--- src/rtl/cam_lane_align.sv ---
// cam_lane_align -- word aligner for a 4-data + 1-sync lane camera deserializer.
// Each lane is trained to the TRAIN word using one-hot bitslip pulses. Once all
// five lanes are aligned, the sync lane is decoded into px_valid and
// frame/line-start markers.
// Optional feature: define CAM_ALIGN_STATS_EN to build the frame and
// realignment counters; otherwise frame_cnt/realign_cnt are tied to 0.
// SLIP_WAIT and MATCH_N are expected to be at least 1.
module cam_lane_align #(
   parameter logic [7:0] TRAIN     = 8'h3A,
   parameter logic [7:0] SYNC_FS   = 8'hAA,
   parameter logic [7:0] SYNC_LS   = 8'h2A,
   parameter logic [7:0] SYNC_DV   = 8'h0D,
   parameter int         SLIP_WAIT = 4,
   parameter int         MATCH_N   = 4
) (
   input  logic        c,
   input  logic        rst,
   input  logic [39:0] rxd,
   input  logic        rx_locked,
   input  logic        realign,
   output logic [4:0]  bitslip,
   output logic        aligned,
   output logic        align_err,
   output logic [31:0] px_data,
   output logic        px_valid,
   output logic        frame_start,
   output logic        line_start,
   output logic [15:0] frame_cnt,
   output logic [7:0]  realign_cnt
);

   typedef enum logic [2:0] {WAIT_LOCK, CHECK, SLIP, SETTLE, NEXT, RUN} state_t;

   localparam int MATCH_W  = (MATCH_N > 1) ? $clog2(MATCH_N) : 1;
   localparam int SETTLE_W = (SLIP_WAIT > 1) ? $clog2(SLIP_WAIT) : 1;
   localparam logic [MATCH_W-1:0]  MATCH_LAST  = MATCH_W'(MATCH_N - 1);
   localparam logic [SETTLE_W-1:0] SETTLE_LAST = SETTLE_W'(SLIP_WAIT - 1);
   localparam logic [2:0]          LAST_LANE   = 3'd4;

   state_t              state_q, state_d;
   logic [2:0]          lane_q, lane_d;
   logic [2:0]          slip_q, slip_d;
   logic [MATCH_W-1:0]  match_q, match_d;
   logic [SETTLE_W-1:0] settle_q, settle_d;
   logic [3:0]          lock_cnt_q, lock_cnt_d;
   logic                lock_meta_q, lock_sync_q;
   logic                align_err_q, align_err_d;
   logic                px_valid_q, px_valid_d;
   logic [31:0]         px_data_q, px_data_d;
   logic                frame_start_q, frame_start_d;
   logic                line_start_q, line_start_d;
   logic                fs_arm_q, fs_arm_d;
   logic                ls_arm_q, ls_arm_d;
   logic [7:0]          lane_word;
   logic [7:0]          sync_word;

   assign sync_word = rxd[39:32];

   // Two-flop synchronizer: rx_locked comes from the PLL, asynchronous to c.
   always_ff @(posedge c or posedge rst) begin
      if (rst) begin
         lock_meta_q <= 1'b0;
         lock_sync_q <= 1'b0;
      end else begin
         lock_meta_q <= rx_locked;
         lock_sync_q <= lock_meta_q;
      end
   end

   // Select the word of the lane currently being trained.
   always_comb begin
      lane_word = rxd[7:0];
      case (lane_q)
         3'd1:    lane_word = rxd[15:8];
         3'd2:    lane_word = rxd[23:16];
         3'd3:    lane_word = rxd[31:24];
         3'd4:    lane_word = rxd[39:32];
         default: lane_word = rxd[7:0];
      endcase
   end

   // Alignment FSM next state plus sync-lane decode while running.
   always_comb begin
      // NOTE: every signal written here gets a default first, so no path can leave one unassigned and infer a latch.
      state_d       = state_q;
      lane_d        = lane_q;
      slip_d        = slip_q;
      match_d       = match_q;
      settle_d      = settle_q;
      lock_cnt_d    = lock_cnt_q;
      align_err_d   = align_err_q;
      px_valid_d    = 1'b0;
      px_data_d     = px_data_q;
      frame_start_d = 1'b0;
      line_start_d  = 1'b0;
      fs_arm_d      = fs_arm_q;
      ls_arm_d      = ls_arm_q;

      if (realign || !lock_sync_q) begin
         // Realign request or lost lock: start over and drop any pending markers.
         state_d    = WAIT_LOCK;
         lock_cnt_d = '0;
         fs_arm_d   = 1'b0;
         ls_arm_d   = 1'b0;
      end else begin
         case (state_q)
            WAIT_LOCK: begin
               if (lock_cnt_q == 4'd15) begin
                  state_d = CHECK;
                  lane_d  = '0;
                  slip_d  = '0;
                  match_d = '0;
               end else begin
                  lock_cnt_d = lock_cnt_q + 4'd1;
               end
            end
            CHECK: begin
               if (lane_word == TRAIN) begin
                  if (match_q == MATCH_LAST) state_d = NEXT;
                  else match_d = match_q + 1'b1;
               end else begin
                  state_d = SLIP;
               end
            end
            SLIP: begin
               if (slip_q == 3'd7) begin
                  // Eighth slip wraps the lane back to where it started:
                  // flag the failure and retrain from lane 0 without a lock wait.
                  align_err_d = 1'b1;
                  state_d     = CHECK;
                  lane_d      = '0;
                  slip_d      = '0;
                  match_d     = '0;
               end else begin
                  slip_d   = slip_q + 3'd1;
                  settle_d = '0;
                  state_d  = SETTLE;
               end
            end
            SETTLE: begin
               if (settle_q == SETTLE_LAST) begin
                  state_d = CHECK;
                  match_d = '0;
               end else begin
                  settle_d = settle_q + 1'b1;
               end
            end
            NEXT: begin
               if (lane_q == LAST_LANE) begin
                  state_d     = RUN;
                  align_err_d = 1'b0;
               end else begin
                  lane_d  = lane_q + 3'd1;
                  slip_d  = '0;
                  match_d = '0;
                  state_d = CHECK;
               end
            end
            RUN: begin
               if (sync_word == SYNC_DV) begin
                  px_valid_d    = 1'b1;
                  px_data_d     = rxd[31:0];
                  frame_start_d = fs_arm_q;
                  line_start_d  = ls_arm_q;
                  fs_arm_d      = 1'b0;
                  ls_arm_d      = 1'b0;
               end else if (sync_word == SYNC_FS) begin
                  fs_arm_d = 1'b1;
                  ls_arm_d = 1'b1;
               end else if (sync_word == SYNC_LS) begin
                  ls_arm_d = 1'b1;
               end
            end
            default: state_d = WAIT_LOCK;
         endcase
      end
   end

   // State and output registers.
   always_ff @(posedge c or posedge rst) begin
      if (rst) begin
         state_q       <= WAIT_LOCK;
         lane_q        <= '0;
         slip_q        <= '0;
         match_q       <= '0;
         settle_q      <= '0;
         lock_cnt_q    <= '0;
         align_err_q   <= 1'b0;
         px_valid_q    <= 1'b0;
         px_data_q     <= '0;
         frame_start_q <= 1'b0;
         line_start_q  <= 1'b0;
         fs_arm_q      <= 1'b0;
         ls_arm_q      <= 1'b0;
      end else begin
         // NOTE: non-blocking assignments so every flop samples pre-edge values and updates together.
         state_q       <= state_d;
         lane_q        <= lane_d;
         slip_q        <= slip_d;
         match_q       <= match_d;
         settle_q      <= settle_d;
         lock_cnt_q    <= lock_cnt_d;
         align_err_q   <= align_err_d;
         px_valid_q    <= px_valid_d;
         px_data_q     <= px_data_d;
         frame_start_q <= frame_start_d;
         line_start_q  <= line_start_d;
         fs_arm_q      <= fs_arm_d;
         ls_arm_q      <= ls_arm_d;
      end
   end

   // Bitslip is decoded from the async-reset state register, so rst kills a pulse at once.
   always_comb begin
      bitslip = '0;
      if (state_q == SLIP) bitslip[lane_q] = 1'b1;
   end

   assign aligned     = (state_q == RUN);
   assign align_err   = align_err_q;
   assign px_valid    = px_valid_q;
   assign px_data     = px_data_q;
   assign frame_start = frame_start_q;
   assign line_start  = line_start_q;

`ifdef CAM_ALIGN_STATS_EN
   logic [15:0] frame_cnt_q, frame_cnt_d;
   logic [7:0]  realign_cnt_q, realign_cnt_d;

   // Frame count wraps; realign count saturates and counts exits from RUN.
   always_comb begin
      frame_cnt_d   = frame_cnt_q + {15'd0, frame_start_d};
      realign_cnt_d = realign_cnt_q;
      if (state_q == RUN && state_d == WAIT_LOCK && realign_cnt_q != 8'hFF)
         realign_cnt_d = realign_cnt_q + 8'd1;
   end

   // Statistics registers.
   always_ff @(posedge c or posedge rst) begin
      if (rst) begin
         frame_cnt_q   <= '0;
         realign_cnt_q <= '0;
      end else begin
         frame_cnt_q   <= frame_cnt_d;
         realign_cnt_q <= realign_cnt_d;
      end
   end

   assign frame_cnt   = frame_cnt_q;
   assign realign_cnt = realign_cnt_q;
`else
   assign frame_cnt   = '0;
   assign realign_cnt = '0;
`endif

endmodule

--- config.mk ---
export PLATFORM = sky130hd
export DESIGN_NAME = cam_lane_align
export DESIGN_NICKNAME = d
export VERILOG_FILES = /design/src/rtl/cam_lane_align.sv
export SDC_FILE = /design/constraint.sdc
export NUM_CORES = 1
export LEC_CHECK = 0
export ABC_AREA = 0
export BUFFER_PORTS_ARGS = -buffer_cell sky130_fd_sc_hd__buf_2
export CAP_MARGIN = 20
export CORE_ASPECT_RATIO = 2
export CORE_UTILIZATION = 30
export DETAILED_ROUTE_END_ITERATION = 10
export HOLD_SLACK_MARGIN = 0.05
export SLEW_MARGIN = 20
export SYNTH_ARGS = -nofsm -noshare
export SYNTH_HDL_FRONTEND = slang
export SYNTH_SLANG_ARGS = --single-unit
--- constraint.sdc ---
create_clock -name c -period 2.05 [get_ports c]
set_input_delay 0.615 -clock c [delete_from_list [all_inputs] [get_ports c]]
set_output_delay 0.615 -clock c [all_outputs]
set_load 0.005 [all_outputs]
* Word level (Yosys, flattened, before mapping)
Index checks and enable logic that the tools add are counted.
** Cells by class
- $add $sub $neg :: 5
- Magnitude comparators :: 2
- Equal/unequal tests :: 31
- Multiplexer cells :: 53
- Bitwise gates (word level) :: 1
- Reduce and logical (&&, ||, !) cells :: 22
** Operators with widths (count)
- 2-to-1 mux 3 bit :: 11
- case mux 8 bit (4 select lines) :: 1
- 2-to-1 mux 1 bit :: 21
- != test 2 bit, second input constant :: 10
- 2-to-1 mux 2 bit :: 9
- case mux 3 bit (3 select lines) :: 2
- case mux 3 bit (6 select lines) :: 1
- == test 8 x 6 -> 1 bit, second input constant :: 2
- AND reduction 4 bit :: 4
- == test 3 x 2 -> 1 bit, second input constant :: 4
- == test 3 bit, second input constant :: 4
- 2-to-1 mux 4 bit :: 3
- case mux 2 bit (5 select lines) :: 1
- == test 8 x 4 -> 1 bit, second input constant :: 1
- == test 8 bit, second input constant :: 1
- AND reduction 8 bit :: 1
- nonzero test 2 bit :: 4
- adder 3 x 1 -> 3 bit, second input constant :: 2
- == test 3 x 1 -> 1 bit, second input constant :: 2
- != test 3 bit, second input constant :: 2
- AND reduction 2 bit :: 3
- nonzero test 3 bit :: 2
- 2-to-1 mux 5 bit :: 1
- AND reduction 5 bit :: 1
- 19 further kinds :: 21
** Storage, ports and cells
- Bits in registers :: 57
- Input bits :: 44
- Output and inout bits :: 66
- Logic and storage cells :: 129

* Logic depth before layout (Yosys ltp)
- Word-level depth :: 6
- Depth in mapped cells :: 8
- Mapped depth without buffers :: 8

* Least setup slack after synthesis
No wires, ideal clock.
- Path kind :: register to register
- Start point :: reg lane_q[0]
- End point :: reg lane_q[0]
- Setup time :: 125 ps
- Arrival time :: 1975 ps
- Required time :: 1925 ps
- Setup slack :: -49 ps
- Stages on the path, launching flop included :: 9
- Buffers on the path :: 0
- Period minus slack after synthesis :: 2099 ps
- Path through :: dfrtp_1 > inv_1 > ha_1 > and2_1 > o21a_1 > nor3_1 > nand2b_2 > nor2_2 > mux2_2
** Between the ends
- Cells in the longest elaborated chain, start to end :: 3
- Elaborated cells on any way between the ends :: 6
- Classes of those cells :: add/sub: 1; eq/ne: 2; mux: 2; reduce/logical: 1
** Ends and longest elaborated chain
- start: declaration :: RTL line 41 : logic [2:0] lane_q, lane_d;
- start signal: assignment :: RTL line 198 : lane_q <= lane_d;
- adder 3 x 1 -> 3 bit or == test 3 bit (tied branches) :: RTL line 153, 149
- 2-to-1 mux 3 bit or != test 2 bit (tied branches)
- case mux 3 bit (3 select lines) or AND reduction 5 bit (tied branches)
Several ways; a longest one is shown, not always the timed one. The select of a mux whose other input is x is not followed.
A chain may end at the register's enable or synchronous reset.

* Worst setup path after layout
- Start point :: reg lane_q[1]
- End point :: reg state_q[0]
** Between the ends
- Cells in the longest elaborated chain, start to end :: 6
- Elaborated cells on any way between the ends :: 11
- Classes of those cells :: eq/ne: 6; mux: 4; reduce/logical: 1
** Ends and longest elaborated chain
- == test 3 bit, or another cell as far along :: RTL line 73 : case (lane_q)
- case mux 8 bit (4 select lines) (*) :: RTL line 73
- == test 8 x 6 -> 1 bit (*) :: RTL line 118 : if (lane_word == TRAIN) begin
- 2-to-1 mux 3 bit :: RTL line 118
- case mux 3 bit (6 select lines) :: RTL line 106 : case (state_q)
- 2-to-1 mux 3 bit :: RTL line 99 : if (realign || !lock_sync_q) begin
- end signal: assignment :: RTL line 197 : state_q <= state_d;
- end: declaration :: RTL line 40 : state_t state_q, state_d;
Mark *: on every way between the ends. The rest lies on a longest branch, timed or not.

==> flow_metrics.env <==
export IMPL_nNetsFinal=438
export IMPL_numCtsBuffers=9
export IMPL_fin_worst_skew_ns=0.008097
export IMPL_crit_chain="buf_6 > ha_4 > ha_4 > o41ai_4 > o221ai_2 > o41a_4 > o21a_1 > a2111oi_2"
export IMPL_grt_usage_pct=15.88
export IMPL_worst_pin_slew_ns=0.8211
export IMPL_initial_core_util_pct=30.76
export IMPL_avgSynthCellArea_um2=11.58
export IMPL_final_common_cell="buf_2"
export IMPL_vias=2442
export IMPL_post_route_period_util_pct=104.2
export IMPL_failed_checks="negative setup slack"
export IMPL_crit_family="compound AO/OA/AOI/OAI gates"
export IMPL_cap_violations=0
export IMPL_crit_top_cell="ha_4"
export IMPL_die_h_um=142.6
export IMPL_chipWidth_um=72.29
export IMPL_dr_wl_met2_mm=4.709
export IMPL_cts_buffer_depth=2
export IMPL_rsz0062_at_grt="true"
export IMPL_cellPowerDensity_nw_per_um2=611.5
export IMPL_layout_min_cycle_time_ns=2.137
export IMPL_grt_pass1_wl_mm=12.10
export IMPL_synth_edf_count=0
export IMPL_grt_max_degree=34
export IMPL_clk_pin_slew_ns=0.05
export IMPL_synthFlopType="dfrtp_1"
export IMPL_post_drt_wl_per_cell_um=15.02
export IMPL_wl_met1_mm=2.448
export IMPL_cp_arrival_ns=2.35
export IMPL_finalWorstSetupSlack_ns=-0.08688
export IMPL_rr_startpoint="lane_q[1]"
export IMPL_drt_vias_per_instance=4.696
export IMPL_relSlewSlack_pct=45.14
export IMPL_grt_overflow=0
export IMPL_antenna_found_initial=0
export IMPL_cts_tree="done"
export IMPL_finalHoldViolations=0
export IMPL_portBuffers=85
export IMPL_clock_latency_ns=0.33
export IMPL_synthArstFlopShare_pct=100.0
export IMPL_slowest_stage="o41a_4"
export IMPL_gp_congestion=0.8505
export IMPL_syn_to_final_growth_pct=43.39
export IMPL_instances_no_fill=520
export IMPL_worstSetupStartpointType="register"
export IMPL_met3_wirelength_um=345
export IMPL_ioPinCount=110
export IMPL_synth_seq_cells=57
export IMPL_dp_worst_setup_slack_ns=-0.3999
export IMPL_synthCells=256
export IMPL_crit_buf_inv=1
export IMPL_vdd_ir_drop_max_uv=381.1
export IMPL_design_core_area_um2=9635
export IMPL_cp_depth=8
export IMPL_ant_nets=0
export IMPL_route_detailed_drc=0
export IMPL_grt_pass1_vias=2577
export IMPL_crit_required_ns=2.27
export IMPL_fmax_mhz=468.0
export IMPL_dr_pass1_iters=4
export IMPL_critPathCaptureType="register"
export IMPL_r2r_cells=8
export IMPL_netlist_area_um2=2964
export IMPL_dp_cells=497
export IMPL_cp_endpoint="state_q[0]"
export IMPL_cp_max_fo=5
export IMPL_cts_root_buf="clkbuf_16"
export IMPL_dp_hpwl_mm=6.135
export IMPL_layout_drive_gt1_share_pct=54.64
export IMPL_p_leak_nw=2.242
export IMPL_drv_slew=0
export IMPL_seq_area_frac_synth_pct=48.12
export IMPL_ys_warn_count=0
export IMPL_antenna_cells=0
export IMPL_status="finished, violations left"
export IMPL_htreeDepth=3
export IMPL_max_stage_delay_ns=0.53
export IMPL_drt_total_wl_mm=7.810
export IMPL_ff2ff_setup_slack_ns=-0.09
export IMPL_min_path_type="in2async"
export IMPL_die_area_um2=10310
export IMPL_r2r_end="state_q[0]"
export IMPL_finalSetupViolations=3
export IMPL_critPathKind="reg2reg"
export IMPL_synth_cell_types=53
export IMPL_num_rows=51
export IMPL_final_cell_mix="buf_2 (85), dfrtp_1 (56), buf_4 (34), mux2_2 (32), conb_1 (24)"
export IMPL_crit_start="lane_q[1]"
export IMPL_drtIter0Drc=71
export IMPL_cts_num_sinks=57
export IMPL_top_layer_used="met4"
cell type report:
cell class,instances,area [µm²]
Clock buffer,12,246.5
Clock inverter,3,17.52
Fill cell,910,5385
Inverter,7,28.78
Multi-Input combinational cell,185,1610
Sequential cell,57,1428
Tap cell,132,165.2
Timing Repair Buffer,124,754.5
worst reg2reg max path, stage by stage (launching register included):
cell and delay, ns:
dfrtp_1 0.40, buf_6 0.14, ha_4 0.16, ha_4 0.18, o41ai_4 0.06, o221ai_2 0.17
o41a_4 0.53, o21a_1 0.19, a2111oi_2 0.20
power by group:
group	switching, mW	internal [mW]
clock network	0.479	0.836
registers	0.00237	1.13
logic	0.0885	0.0616
kinds of logic (layout without fill, tap and decap cells):
group	after synthesis	count (layout)	share of synthesized area (%)
DFF	57	57	48.12
buffers and inverters	37	146	8.779
other	1	24	0.1265
xor gates and xnor gates	3	3	0.8866
muxes	37	37	14.18
and+or+nand+nor	74	74	14.01
adders and majority gates	10	10	4.221
AOI/OAI and AO/OA	37	37	9.667
state kept, by name (all words and copies together) (netlist names):
| name | cells |
|---|---|
| px_valid | 1 |
| lock_sync_q | 1 |
| state_q | 3 |
| frame_start | 1 |
| lane_q | 3 |
| slip_q | 3 |
| px_data | 32 |
| match_q | 2 |
| line_start | 1 |
| lock_cnt_q | 4 |
| ls_arm_q | 1 |
| fs_arm_q | 1 |
| lock_meta_q | 1 |
| align_err | 1 |
| settle_q | 2 |
what timing repair did:
item | CTS | global route
pin swaps | 8 | 9
setup endpoints to repair | 13 | 12
gates resized for setup | 37 | 16
hold buffers | 0 | 0
buffers inserted | 5 | 3
per-layer routing:
layer | up-vias | global-route usage (%)
li1 | 1124 | -
met1 | 1207 | 12.44
met2 | 92 | 32.91
met3 | 19 | 3.824
met4 | 0 | 8.772
met5 | - | 0
Yosys cell counts (2+ instances only):
cell	count	area (µm²)
a21oi_1	4	20.02
a22oi_1	2	15.01
a31oi_1	2	12.51
a32o_1	3	30.03
a32oi_1	2	17.52
and2_1	4	25.02
and3_1	3	18.77
buf_4	24	180.2
buf_6	4	45.04
dfrtp_1	57	1426
ha_1	10	125.1
inv_1	6	22.52
mux2_2	32	360.4
mux2_4	2	30.03
mux2i_1	3	30.03
nand2_1	13	48.80
nand2b_1	2	12.51
nand3_1	6	30.03
nand4_1	2	12.51
nor2_1	17	63.81
nor2b_1	7	43.79
nor3_1	3	15.01
nor4_1	4	25.02
o21a_1	2	15.01
o21ai_0	10	50.05
o41ai_1	3	26.28
or3_1	2	12.51
xor2_1	2	17.52
how the worst min path moves through the flow:
stage	endpoint	slack, ns
2_1_floorplan	lock_sync_q	0.33
3_3_place_gp	lock_sync_q	0.33
3_5_place_dp	lock_sync_q	0.34
4_1_cts	px_data[22]	0.26
5_1_grt	px_data[20]	0.28
6_report	px_data[20]	0.26
through the flow:
| step | setup TNS, ns | cell area (µm²) | total power, mW | utilization (%) | hold WS, ns |
|---|---|---|---|---|---|
| floorplan | -0.02948 | 3055 | 1.232 | - | 0.3312 |
| global placement | -1.457 | 3670 | 1.291 | 38.09 | 0.3315 |
| detailed placement | -1.706 | 3670 | 1.293 | 38.09 | 0.3365 |
| CTS | -0.07816 | 4144 | 2.627 | 43.01 | 0.2597 |
| global route | -0.7827 | 4250 | 2.684 | 44.11 | 0.2849 |
| finish | -0.1188 | 4250 | 2.599 | 44.11 | 0.2557 |
Power figures use the tool's default switching activity.
